[src/rtl/trace_capture_unit_if.sv]
// Signal bundle between the trace capture unit and its controller/observer.
// The master side drives control, capture taps and read requests; the slave side returns status and read data.
interface trace_capture_unit_if #(
  parameter int PC_W   = 16,
  parameter int DATA_W = 16,
  parameter int REG_W  = 3,
  parameter int DEPTH  = 16,
  parameter int AW     = $clog2(DEPTH)
);
  logic              arm;
  logic              stop;
  logic [PC_W-1:0]   trig_pc;
  logic [AW:0]       post_count;
  logic              cap_valid;
  logic [PC_W-1:0]   cap_pc;
  logic [REG_W-1:0]  cap_reg;
  logic [DATA_W-1:0] cap_data;
  logic              rd_en;
  logic [AW-1:0]     rd_idx;
  logic              rd_valid;
  logic [PC_W-1:0]   rd_pc;
  logic [REG_W-1:0]  rd_reg;
  logic [DATA_W-1:0] rd_data;
  logic [1:0]        state;
  logic [AW:0]       entry_count;
  logic              trig_hit;

  modport master (
    output arm, stop, trig_pc, post_count, cap_valid, cap_pc, cap_reg, cap_data, rd_en, rd_idx,
    input  rd_valid, rd_pc, rd_reg, rd_data, state, entry_count, trig_hit
  );

  modport slave (
    input  arm, stop, trig_pc, post_count, cap_valid, cap_pc, cap_reg, cap_data, rd_en, rd_idx,
    output rd_valid, rd_pc, rd_reg, rd_data, state, entry_count, trig_hit
  );
endinterface

[src/rtl/trace_capture_unit.sv]
// Circular trace buffer of register-file writebacks with a PC-match trigger,
// a clamped post-trigger window, and indexed readback once capture is frozen.
module trace_capture_unit #(
  parameter int PC_W   = 16,
  parameter int DATA_W = 16,
  parameter int REG_W  = 3,
  parameter int DEPTH  = 16,
  parameter int AW     = $clog2(DEPTH)
) (
  input  logic                 i_clock,
  input  logic                 i_reset_n,
  trace_capture_unit_if.slave  io_trace
);

  typedef enum logic [1:0] {
    S_IDLE  = 2'd0,
    S_ARMED = 2'd1,
    S_TRIG  = 2'd2,
    S_DONE  = 2'd3
  } state_t;

  localparam int            WORD_W   = PC_W + REG_W + DATA_W;
  localparam logic [AW:0]   DEPTH_C  = (AW+1)'(DEPTH);
  localparam logic [AW:0]   ONE_C    = (AW+1)'(1);
  localparam logic [AW-1:0] ONE_A    = AW'(1);
  localparam logic [AW-1:0] MAX_POST = AW'(DEPTH - 1);

  state_t            r_state, w_state_next;
  logic [AW-1:0]     r_wr_ptr, w_wr_ptr_next;
  logic [AW:0]       r_entry_count, w_entry_count_next;
  logic [AW-1:0]     r_post_cnt, w_post_cnt_next;
  logic              r_trig_hit, w_trig_hit_next;
  logic              r_rd_valid, r_rd_ok;
  logic [WORD_W-1:0] r_rd_word;
  logic [WORD_W-1:0] r_mem [DEPTH];

  logic              w_capturing, w_wr_en, w_trig_fire, w_rd_ok;
  logic [AW-1:0]     w_post_clamped, w_rd_addr;

  assign w_capturing = (r_state == S_ARMED) || (r_state == S_TRIG);
  // A restart discards whatever capture strobe arrives with it.
  assign w_wr_en     = io_trace.cap_valid && w_capturing && !io_trace.arm;
  assign w_trig_fire = w_wr_en && (r_state == S_ARMED) && (io_trace.cap_pc == io_trace.trig_pc);
  // Clamp to DEPTH-1 so the trigger entry survives the post window.
  assign w_post_clamped = (io_trace.post_count >= DEPTH_C) ? MAX_POST : io_trace.post_count[AW-1:0];

  always_comb begin
    w_state_next       = r_state;
    w_wr_ptr_next      = r_wr_ptr;
    w_entry_count_next = r_entry_count;
    w_post_cnt_next    = r_post_cnt;
    w_trig_hit_next    = r_trig_hit;
    if (io_trace.arm) begin
      w_state_next       = S_ARMED;
      w_wr_ptr_next      = '0;
      w_entry_count_next = '0;
      w_post_cnt_next    = '0;
      w_trig_hit_next    = 1'b0;
    end else begin
      if (w_wr_en) begin
        w_wr_ptr_next = r_wr_ptr + ONE_A;
        if (r_entry_count != DEPTH_C) begin
          w_entry_count_next = r_entry_count + ONE_C;
        end
      end
      case (r_state)
        S_ARMED: begin
          if (w_trig_fire) begin
            w_trig_hit_next = 1'b1;
            w_post_cnt_next = w_post_clamped;
            w_state_next    = (w_post_clamped == '0 || io_trace.stop) ? S_DONE : S_TRIG;
          end else if (io_trace.stop) begin
            w_state_next = S_DONE;
          end
        end
        S_TRIG: begin
          if (w_wr_en) begin
            w_post_cnt_next = r_post_cnt - ONE_A;
          end
          if (io_trace.stop || (w_wr_en && r_post_cnt == ONE_A)) begin
            w_state_next = S_DONE;
          end
        end
        default: ;
      endcase
    end
  end

  always_ff @(posedge i_clock or negedge i_reset_n) begin
    if (!i_reset_n) begin
      r_state       <= S_IDLE;
      r_wr_ptr      <= '0;
      r_entry_count <= '0;
      r_post_cnt    <= '0;
      r_trig_hit    <= 1'b0;
      r_rd_valid    <= 1'b0;
      r_rd_ok       <= 1'b0;
    end else begin
      r_state       <= w_state_next;
      r_wr_ptr      <= w_wr_ptr_next;
      r_entry_count <= w_entry_count_next;
      r_post_cnt    <= w_post_cnt_next;
      r_trig_hit    <= w_trig_hit_next;
      r_rd_valid    <= io_trace.rd_en;
      r_rd_ok       <= io_trace.rd_en && w_rd_ok;
    end
  end

  // Index 0 is the oldest entry; a full buffer makes the subtraction vanish mod DEPTH.
  assign w_rd_addr = r_wr_ptr - r_entry_count[AW-1:0] + io_trace.rd_idx;
  assign w_rd_ok   = (r_state == S_DONE) && ({1'b0, io_trace.rd_idx} < r_entry_count);

  // Storage carries no reset so it maps onto block RAM with a registered read port.
  always_ff @(posedge i_clock) begin
    if (w_wr_en) begin
      r_mem[r_wr_ptr] <= {io_trace.cap_pc, io_trace.cap_reg, io_trace.cap_data};
    end
    if (io_trace.rd_en) begin
      r_rd_word <= r_mem[w_rd_addr];
    end
  end

  assign io_trace.rd_valid    = r_rd_valid;
  assign io_trace.rd_pc       = r_rd_ok ? r_rd_word[WORD_W-1 -: PC_W]  : '0;
  assign io_trace.rd_reg      = r_rd_ok ? r_rd_word[DATA_W +: REG_W]   : '0;
  assign io_trace.rd_data     = r_rd_ok ? r_rd_word[DATA_W-1:0]        : '0;
  assign io_trace.state       = r_state;
  assign io_trace.entry_count = r_entry_count;
  assign io_trace.trig_hit    = r_trig_hit;

endmodule

[src/flat_wrapper.sv]
// flat-port wrapper written by rule: the top's interface ports become plain ports
module trace_capture_unit_flat 
#(
  parameter int PC_W   = 16,
  parameter int DATA_W = 16,
  parameter int REG_W  = 3,
  parameter int DEPTH  = 16,
  parameter int AW     = $clog2(DEPTH)
)
  (i_clock, i_reset_n, io_trace_arm, io_trace_stop, io_trace_trig_pc, io_trace_post_count, io_trace_cap_valid, io_trace_cap_pc, io_trace_cap_reg, io_trace_cap_data, io_trace_rd_en, io_trace_rd_idx, io_trace_rd_valid, io_trace_rd_pc, io_trace_rd_reg, io_trace_rd_data, io_trace_state, io_trace_entry_count, io_trace_trig_hit);
  trace_capture_unit_if #(.PC_W(PC_W), .DATA_W(DATA_W), .REG_W(REG_W), .DEPTH(DEPTH), .AW(AW)) io_trace_i ();
  input  logic i_clock;
  input  logic i_reset_n;
  input wire logic [$bits(io_trace_i.arm)-1:0] io_trace_arm;
  input wire logic [$bits(io_trace_i.stop)-1:0] io_trace_stop;
  input wire logic [$bits(io_trace_i.trig_pc)-1:0] io_trace_trig_pc;
  input wire logic [$bits(io_trace_i.post_count)-1:0] io_trace_post_count;
  input wire logic [$bits(io_trace_i.cap_valid)-1:0] io_trace_cap_valid;
  input wire logic [$bits(io_trace_i.cap_pc)-1:0] io_trace_cap_pc;
  input wire logic [$bits(io_trace_i.cap_reg)-1:0] io_trace_cap_reg;
  input wire logic [$bits(io_trace_i.cap_data)-1:0] io_trace_cap_data;
  input wire logic [$bits(io_trace_i.rd_en)-1:0] io_trace_rd_en;
  input wire logic [$bits(io_trace_i.rd_idx)-1:0] io_trace_rd_idx;
  output wire logic [$bits(io_trace_i.rd_valid)-1:0] io_trace_rd_valid;
  output wire logic [$bits(io_trace_i.rd_pc)-1:0] io_trace_rd_pc;
  output wire logic [$bits(io_trace_i.rd_reg)-1:0] io_trace_rd_reg;
  output wire logic [$bits(io_trace_i.rd_data)-1:0] io_trace_rd_data;
  output wire logic [$bits(io_trace_i.state)-1:0] io_trace_state;
  output wire logic [$bits(io_trace_i.entry_count)-1:0] io_trace_entry_count;
  output wire logic [$bits(io_trace_i.trig_hit)-1:0] io_trace_trig_hit;
  assign io_trace_i.arm = io_trace_arm;
  assign io_trace_i.stop = io_trace_stop;
  assign io_trace_i.trig_pc = io_trace_trig_pc;
  assign io_trace_i.post_count = io_trace_post_count;
  assign io_trace_i.cap_valid = io_trace_cap_valid;
  assign io_trace_i.cap_pc = io_trace_cap_pc;
  assign io_trace_i.cap_reg = io_trace_cap_reg;
  assign io_trace_i.cap_data = io_trace_cap_data;
  assign io_trace_i.rd_en = io_trace_rd_en;
  assign io_trace_i.rd_idx = io_trace_rd_idx;
  assign io_trace_rd_valid = io_trace_i.rd_valid;
  assign io_trace_rd_pc = io_trace_i.rd_pc;
  assign io_trace_rd_reg = io_trace_i.rd_reg;
  assign io_trace_rd_data = io_trace_i.rd_data;
  assign io_trace_state = io_trace_i.state;
  assign io_trace_entry_count = io_trace_i.entry_count;
  assign io_trace_trig_hit = io_trace_i.trig_hit;
  trace_capture_unit #(.PC_W(PC_W), .DATA_W(DATA_W), .REG_W(REG_W), .DEPTH(DEPTH), .AW(AW)) u_core (.i_clock(i_clock), .i_reset_n(i_reset_n), .io_trace(io_trace_i));
endmodule
[config.mk]
export PLATFORM = sky130hd
export DESIGN_NAME = trace_capture_unit_flat
export DESIGN_NICKNAME = d
export VERILOG_FILES = /design/src/rtl/trace_capture_unit_if.sv /design/src/rtl/trace_capture_unit.sv /design/src/flat_wrapper.sv
export SDC_FILE = /design/constraint.sdc
export NUM_CORES = 1
export LEC_CHECK = 0
export CORE_ASPECT_RATIO = 1.25
export CORE_MARGIN = 5
export CORE_UTILIZATION = 54
export DETAILED_ROUTE_END_ITERATION = 8
export PLACE_DENSITY = 0.86
export SKIP_CTS_REPAIR_TIMING = 1
export SYNTH_ARGS = -nofsm -noshare
export SYNTH_HDL_FRONTEND = slang
export SYNTH_SLANG_ARGS = --single-unit
[constraint.sdc]
create_clock -name i_clock -period 4.8 [get_ports i_clock]
set_input_delay 0.72 -clock i_clock [delete_from_list [all_inputs] [get_ports i_clock]]
set_output_delay 0.72 -clock i_clock [all_outputs]
set_load 0.01 [all_outputs]
# After elaboration in Yosys (flattened, before gate mapping)
# Memory sizes are Yosys's and may differ from the RTL's. A register that Yosys moved wholly into a read port is not among the register bits.
# Cells that the tools add are included.
[op_classes]
n_addsub = 5
order_cmp = 2
n_eq_ne = 10
muxes = 24
reduce_logical = 21
[op_table]
columns = ["cell", "count"]
rows = [
  ["16-bit 2-to-1 mux", 2],
  ["4-bit 2-to-1 mux", 6],
  ["16-bit == test", 1],
  ["5-bit 2-to-1 mux", 3],
  ["2-bit 2-to-1 mux", 4],
  ["4-bit one-hot mux with 2 select lines", 1],
  ["2-bit nonzero test", 4],
  ["1-bit logical AND", 7],
  ["1-bit 2-to-1 mux", 6],
  ["3-bit by 2-bit != test with 1-bit output (second input constant)", 2],
  ["3-bit AND reduction", 2],
  ["5-bit by 1-bit adder with 5-bit output (second input constant)", 1],
  ["5-bit greater-or-equal comparator (second input constant)", 1],
  ["4-bit by 5-bit less-than comparator with 1-bit output", 1],
  ["5-bit != test (second input constant)", 1],
  ["4-bit by 1-bit adder with 4-bit output (second input constant)", 1],
  ["4-bit adder", 1],
  ["2-bit == test (second input constant)", 2],
  ["4-bit by 1-bit == test with 1-bit output (second input constant)", 1],
  ["4-bit logical NOT", 1],
  ["4-bit by 3-bit != test with 1-bit output (second input constant)", 1],
  ["2-bit one-hot mux with 2 select lines", 1],
  ["2-bit AND reduction", 2],
  ["4-bit by 1-bit subtractor with 4-bit output (second input constant)", 1],
  ["other kinds (7)", 9],
]
[totals]
ff_bits = 18
ram_bits = 560
input_bits = 66
out_inout_bits = 44
wordCells = 70
n_memories = 1
[mem_list]
columns = ["name", "depth", "word_bits", "rd", "rd_ports_with_merged_regs", "wr", "line_no", "text"]
rows = [
  ["u_core.r_mem", 16, 35, 1, 1, 1, "trace_capture_unit.sv:35", "logic [WORD_W-1:0] r_mem [DEPTH];"],
]

# Longest topological paths before layout
[depth]
ltp_word = 9
depth_mapped = 10
ltp_nobuf = 8

# Least setup slack after synthesis
# OpenSTA, ideal clock, no wires.
[synth_timing]
path_kind = "register to register"
start = "register u_core.r_state[0], in the netlist u_core.io_trace.state[0]"
end = "memory u_core.r_mem[3][0] (netlist name) (enable)"
setup_ns = 0.515
arrival_time_ns = 4.810
required_ns = 4.285
setup_slack_ns = -0.525
path_stages_with_launch = 7
n_path_buf = 1
synth_period_minus_slack_ns = 5.325
cell_sequence = "dfrtp_1 -> inv_1 -> ha_1 -> nor2b_1 -> clkbuf_1 -> nand2_1 -> nor4_1"
[synth_between]
elab_chain_len = 6
word_cells_on_any_way = 7
cone_classes = "eq/ne: 2; mux: 2; reduce/logical: 3"
[synth_lines]
columns = ["item", "line_no", "text"]
rows = [
  ["start, declared", "trace_capture_unit.sv:28", "state_t r_state, w_state_next;"],
  ["start signal, assigned", "trace_capture_unit.sv:99", "r_state <= w_state_next;"],
  ["2-bit by 1-bit == test with 1-bit output / 2-bit == test (equally long branches)", "trace_capture_unit.sv:40", "assign w_capturing = (r_state == S_ARMED) || (r_state == S_TRIG);"],
  ["1-bit logical OR *", "trace_capture_unit.sv:40", ""],
  ["1-bit logical AND * (2 in a row)", "trace_capture_unit.sv:42", "assign w_wr_en = io_trace.cap_valid && w_capturing && !io_trace.arm;"],
  ["1-bit 2-to-1 mux *", "trace_capture_unit.sv:115", "if (w_wr_en) begin"],
  ["1-bit 2-to-1 mux (not written as such) *", "trace_capture_unit.sv:116", "r_mem[r_wr_ptr] <= {io_trace.cap_pc, io_trace.cap_reg, io_trace.cap_data};"],
  ["end, declared", "trace_capture_unit.sv:35", ""],
]
# Every way passes the cells marked *; elsewhere a longest branch is shown, timed or not.

# Worst setup path in the final report
[layout_timing]
start = "input io_trace_rd_idx[1]"
end = "register u_core.r_rd_word[0], read port of u_core.r_mem, data pin"
[layout_between]
elab_chain_len = 1
[layout_lines]
columns = ["item", "line_no", "text"]
rows = [
  ["start, declared", "flat_wrapper.sv:23", "input wire logic [$bits(io_trace_i.rd_idx)-1:0] io_trace_rd_idx;"],
  ["4-bit adder", "trace_capture_unit.sv:110", "assign w_rd_addr = r_wr_ptr - r_entry_count[AW-1:0] + io_trace.rd_idx;"],
  ["end, declared", "trace_capture_unit.sv:34", "logic [WORD_W-1:0] r_rd_word;"],
]
# No other way between the ends.
# A chain may end at the register's enable or synchronous reset.

==> impl_metrics.env <==
export IMPL_hpwlAfterDp_um=29100
export IMPL_drtIter0Drc=1732
export IMPL_syn2layout_area_growth_pct=15.8
export IMPL_synth_area_um2=24100
export IMPL_clk_latency_ns=0.59
export IMPL_arrival_ns=3.98
export IMPL_synth_cell_type_count=45
export IMPL_setup_tns_final_ns=0
export IMPL_yosysWarnings=0
export IMPL_relSlewSlack_pct=30.1
export IMPL_syn_area_per_cell_um2=23.0
export IMPL_synth_fa_ha_area_share_pct=1.18
export IMPL_route_detailed_drc=0
export IMPL_finalNonFillerCells=1813
export IMPL_crit_path_end_kind="flip-flop"
export IMPL_grt_util_all_layers_pct=24.2
export IMPL_synth_edf_count=595
export IMPL_whs_ns=0.529
export IMPL_fp_coreArea_um2=44100
export IMPL_chipWidth_um=199
export IMPL_cts_root_buf="clkbuf_16"
export IMPL_synthCells=1049
export IMPL_hold_viol_final=0
export IMPL_yosysTopAreaCell="edfxtp_1"
export IMPL_cp_num_cells=10
export IMPL_preCtsSetupSlack_ns=0.462
export IMPL_htree_levels=2
export IMPL_cpMaxStageDelayCell="xnor2_4"
export IMPL_period_share_pct=76.4
export IMPL_hold_path_depth=1
export IMPL_clock_skew_ns=0.0247
export IMPL_dieArea_um2=49000
export IMPL_synthMuxAreaShare_pct=16.8
export IMPL_drtPass1Iterations=5
export IMPL_grt_pass1_vias=12400
export IMPL_cp_max_fo=13
export IMPL_yosys_area_share_simple_pct=2.69
export IMPL_worst_path_buf_inv=4
export IMPL_pin_count=110
export IMPL_status="completed"
export IMPL_synth_compound_area_share_pct=0.804
export IMPL_slowest_delay_ns=0.77
export IMPL_synth_top_family_by_area="multiplexers"
export IMPL_synthFlopType="edfxtp_1"
export IMPL_synth_commonest_cells="edfxtp_1, mux4_2, and2_1"
export IMPL_ff2ff_path_depth=8
export IMPL_cpMostUsedCell="inv_1"
export IMPL_start_util_pct=54.6
export IMPL_drv_slew=0
export IMPL_cts_sinks=613
export IMPL_ys_seq_area_share_pct=76.0
export IMPL_syn_nets=1136
export IMPL_power_leakage_nw=8.98
export IMPL_grt_overflow=0
export IMPL_die_h_um=246
export IMPL_setup_viol=0
export IMPL_synth_seq_cells=613
export IMPL_utilization_pct=63.3
export IMPL_rows=86
export IMPL_via_per_inst=6.56
export IMPL_rsz0062_at_grt="false"
export IMPL_synth_area_leaders="edfxtp_1, mux4_2, mux4_1, dfrtp_1, and2_1"
export IMPL_cts_clk_slew_worst_paths_ns=0.07
export IMPL_dp_cells=1715
export IMPL_clockBufferDepth=3
export IMPL_crit_chain="clkdlybuf4s50_1 -> inv_1 -> fa_1 -> inv_1 -> ha_1 -> a21o_1 -> a21oi_4 -> xnor2_4 -> buf_12 -> mux4_1"
export IMPL_port_buffers=109
export IMPL_wire_per_inst_um=32.0
export IMPL_grt_pass1_wl_um=85000
export IMPL_p_per_area_nw_per_um2=477
export IMPL_antenna_found_initial=2
export IMPL_crit_required_ns=5.11
export IMPL_routabilityCongestion=0.792
export IMPL_synth_top_area_share_pct=74.1
export IMPL_fmax_mhz=273
export IMPL_layout_drive_gt1_share_pct=23.7
export IMPL_cts_buffers=52
export IMPL_finalCriticalPeriod_ns=3.67
export IMPL_synth_xor_area_share_pct=1.25
export IMPL_maxCapViolCount=0
export IMPL_start_kind="input port"
export IMPL_antenna_left=0
export IMPL_ir_worst_vdd_v=0.000374
export IMPL_vias=11900
export IMPL_nets=1284
export IMPL_worstSetupPathType="input port to flip-flop"
export IMPL_grt_max_degree=53
export IMPL_routed_wl_um=58000
export IMPL_crit_family="buffers and inverters"
export IMPL_synth_most_common_cell="edfxtp_1"
export IMPL_setup_slack_ns=1.13
export IMPL_worstMarginPinSlew_ns=1.05
export IMPL_cts_tree="yes"
export IMPL_async_flop_share_pct=2.94
export IMPL_min_path_type="flip-flop to flip-flop"
[where the power goes]
part           internal [mW]  switching (mW)  total [mW]
combinational           1.39            1.18        2.57
sequential              6.13          0.0856        6.22
clock                   2.61            1.90        4.51
total                   10.1            3.16        13.3
[cells in the final DEF, fill, tap and decap left out, types with 6 or more instances in the layout]
cell,instances
edfxtp_1,595
mux4_2,157
clkdlybuf4s50_1,108
clkbuf_16,53
and2_1,35
buf_4,22
inv_1,20
mux4_1,18
dfrtp_1,18
ha_1,17
xnor2_1,16
nor2_1,15
and2_2,12
nand2_1,11
bufinv_16,11
clkinv_2,11
clkinv_1,11
nor3_1,9
a21oi_1,9
buf_12,9
xor2_1,8
clkbuf_1,6
[cells by family (layout without fill, tap and decap cells)]
kind of cell,count (synthesis),in the layout
fa+ha+maj,21,21
flops,613,613
mux,179,179
compound gates,27,27
simple gates,115,115
xor+xnor,28,28
other cells,0,2
buf+inv,66,256
[per-layer routing]
layer  global-route usage, %  up-vias  wire (um)
met5                       0        -         11
met4                    7.18        2       2000
met3                    3.67      141       4840
met2                    41.6      808      30500
met1                    32.5     6240      20600
li1                        -     4695          -
[through the flow]
step           instance area [um2]  power (mW)
6_report                     27900        13.3
5_1_grt                      27900        13.8
4_1_cts                      27900        13.4
3_5_place_dp                 26100        8.88
3_3_place_gp                 26100        8.79
2_1_floorplan                24100        8.13
[flip-flops by register name, indices dropped and copies added (netlist names)]
register / cells
u_core.r_mem: 560
u_core.r_rd_word: 35
u_core.io_trace.entry_count: 5
u_core.r_post_cnt: 4
u_core.r_wr_ptr: 4
u_core.io_trace.state: 2
u_core.io_trace.rd_valid: 1
u_core.io_trace.trig_hit: 1
u_core.r_rd_ok: 1
[final cells by class]
| cell class | instances | area [um2] |
|---|---|---|
| Antenna cell | 2 | 5.00 |
| Clock buffer | 59 | 1350 |
| Clock inverter | 37 | 460 |
| Fill cell | 2770 | 16200 |
| Inverter | 20 | 75.1 |
| Multi-Input combinational cell | 370 | 5550 |
| Sequential cell | 613 | 18300 |
| Tap cell | 572 | 716 |
| Timing Repair Buffer | 140 | 1430 |
[worst paths after layout]
kind / start / to / slack (ns)
max: io_trace_rd_idx[1] / u_core.r_rd_word[0]$_DFFE_PP_ / 1.13
min in group asynchronous: i_reset_n / u_core.r_post_cnt[2]$_DFFE_PN0P_ / 0.63
min reg2reg: u_core.io_trace.trig_hit$_DFFE_PN0P_ / u_core.io_trace.trig_hit$_DFFE_PN0P_ / 0.53
max reg2reg: u_core.r_wr_ptr[2]$_DFFE_PN0P_ / u_core.r_rd_word[0]$_DFFE_PP_ / 1.28
min: u_core.io_trace.trig_hit$_DFFE_PN0P_ / u_core.io_trace.trig_hit$_DFFE_PN0P_ / 0.53
max in group asynchronous: i_reset_n / u_core.r_wr_ptr[3]$_DFFE_PN0P_ / 3.64
(Power assumes the default switching activity.)
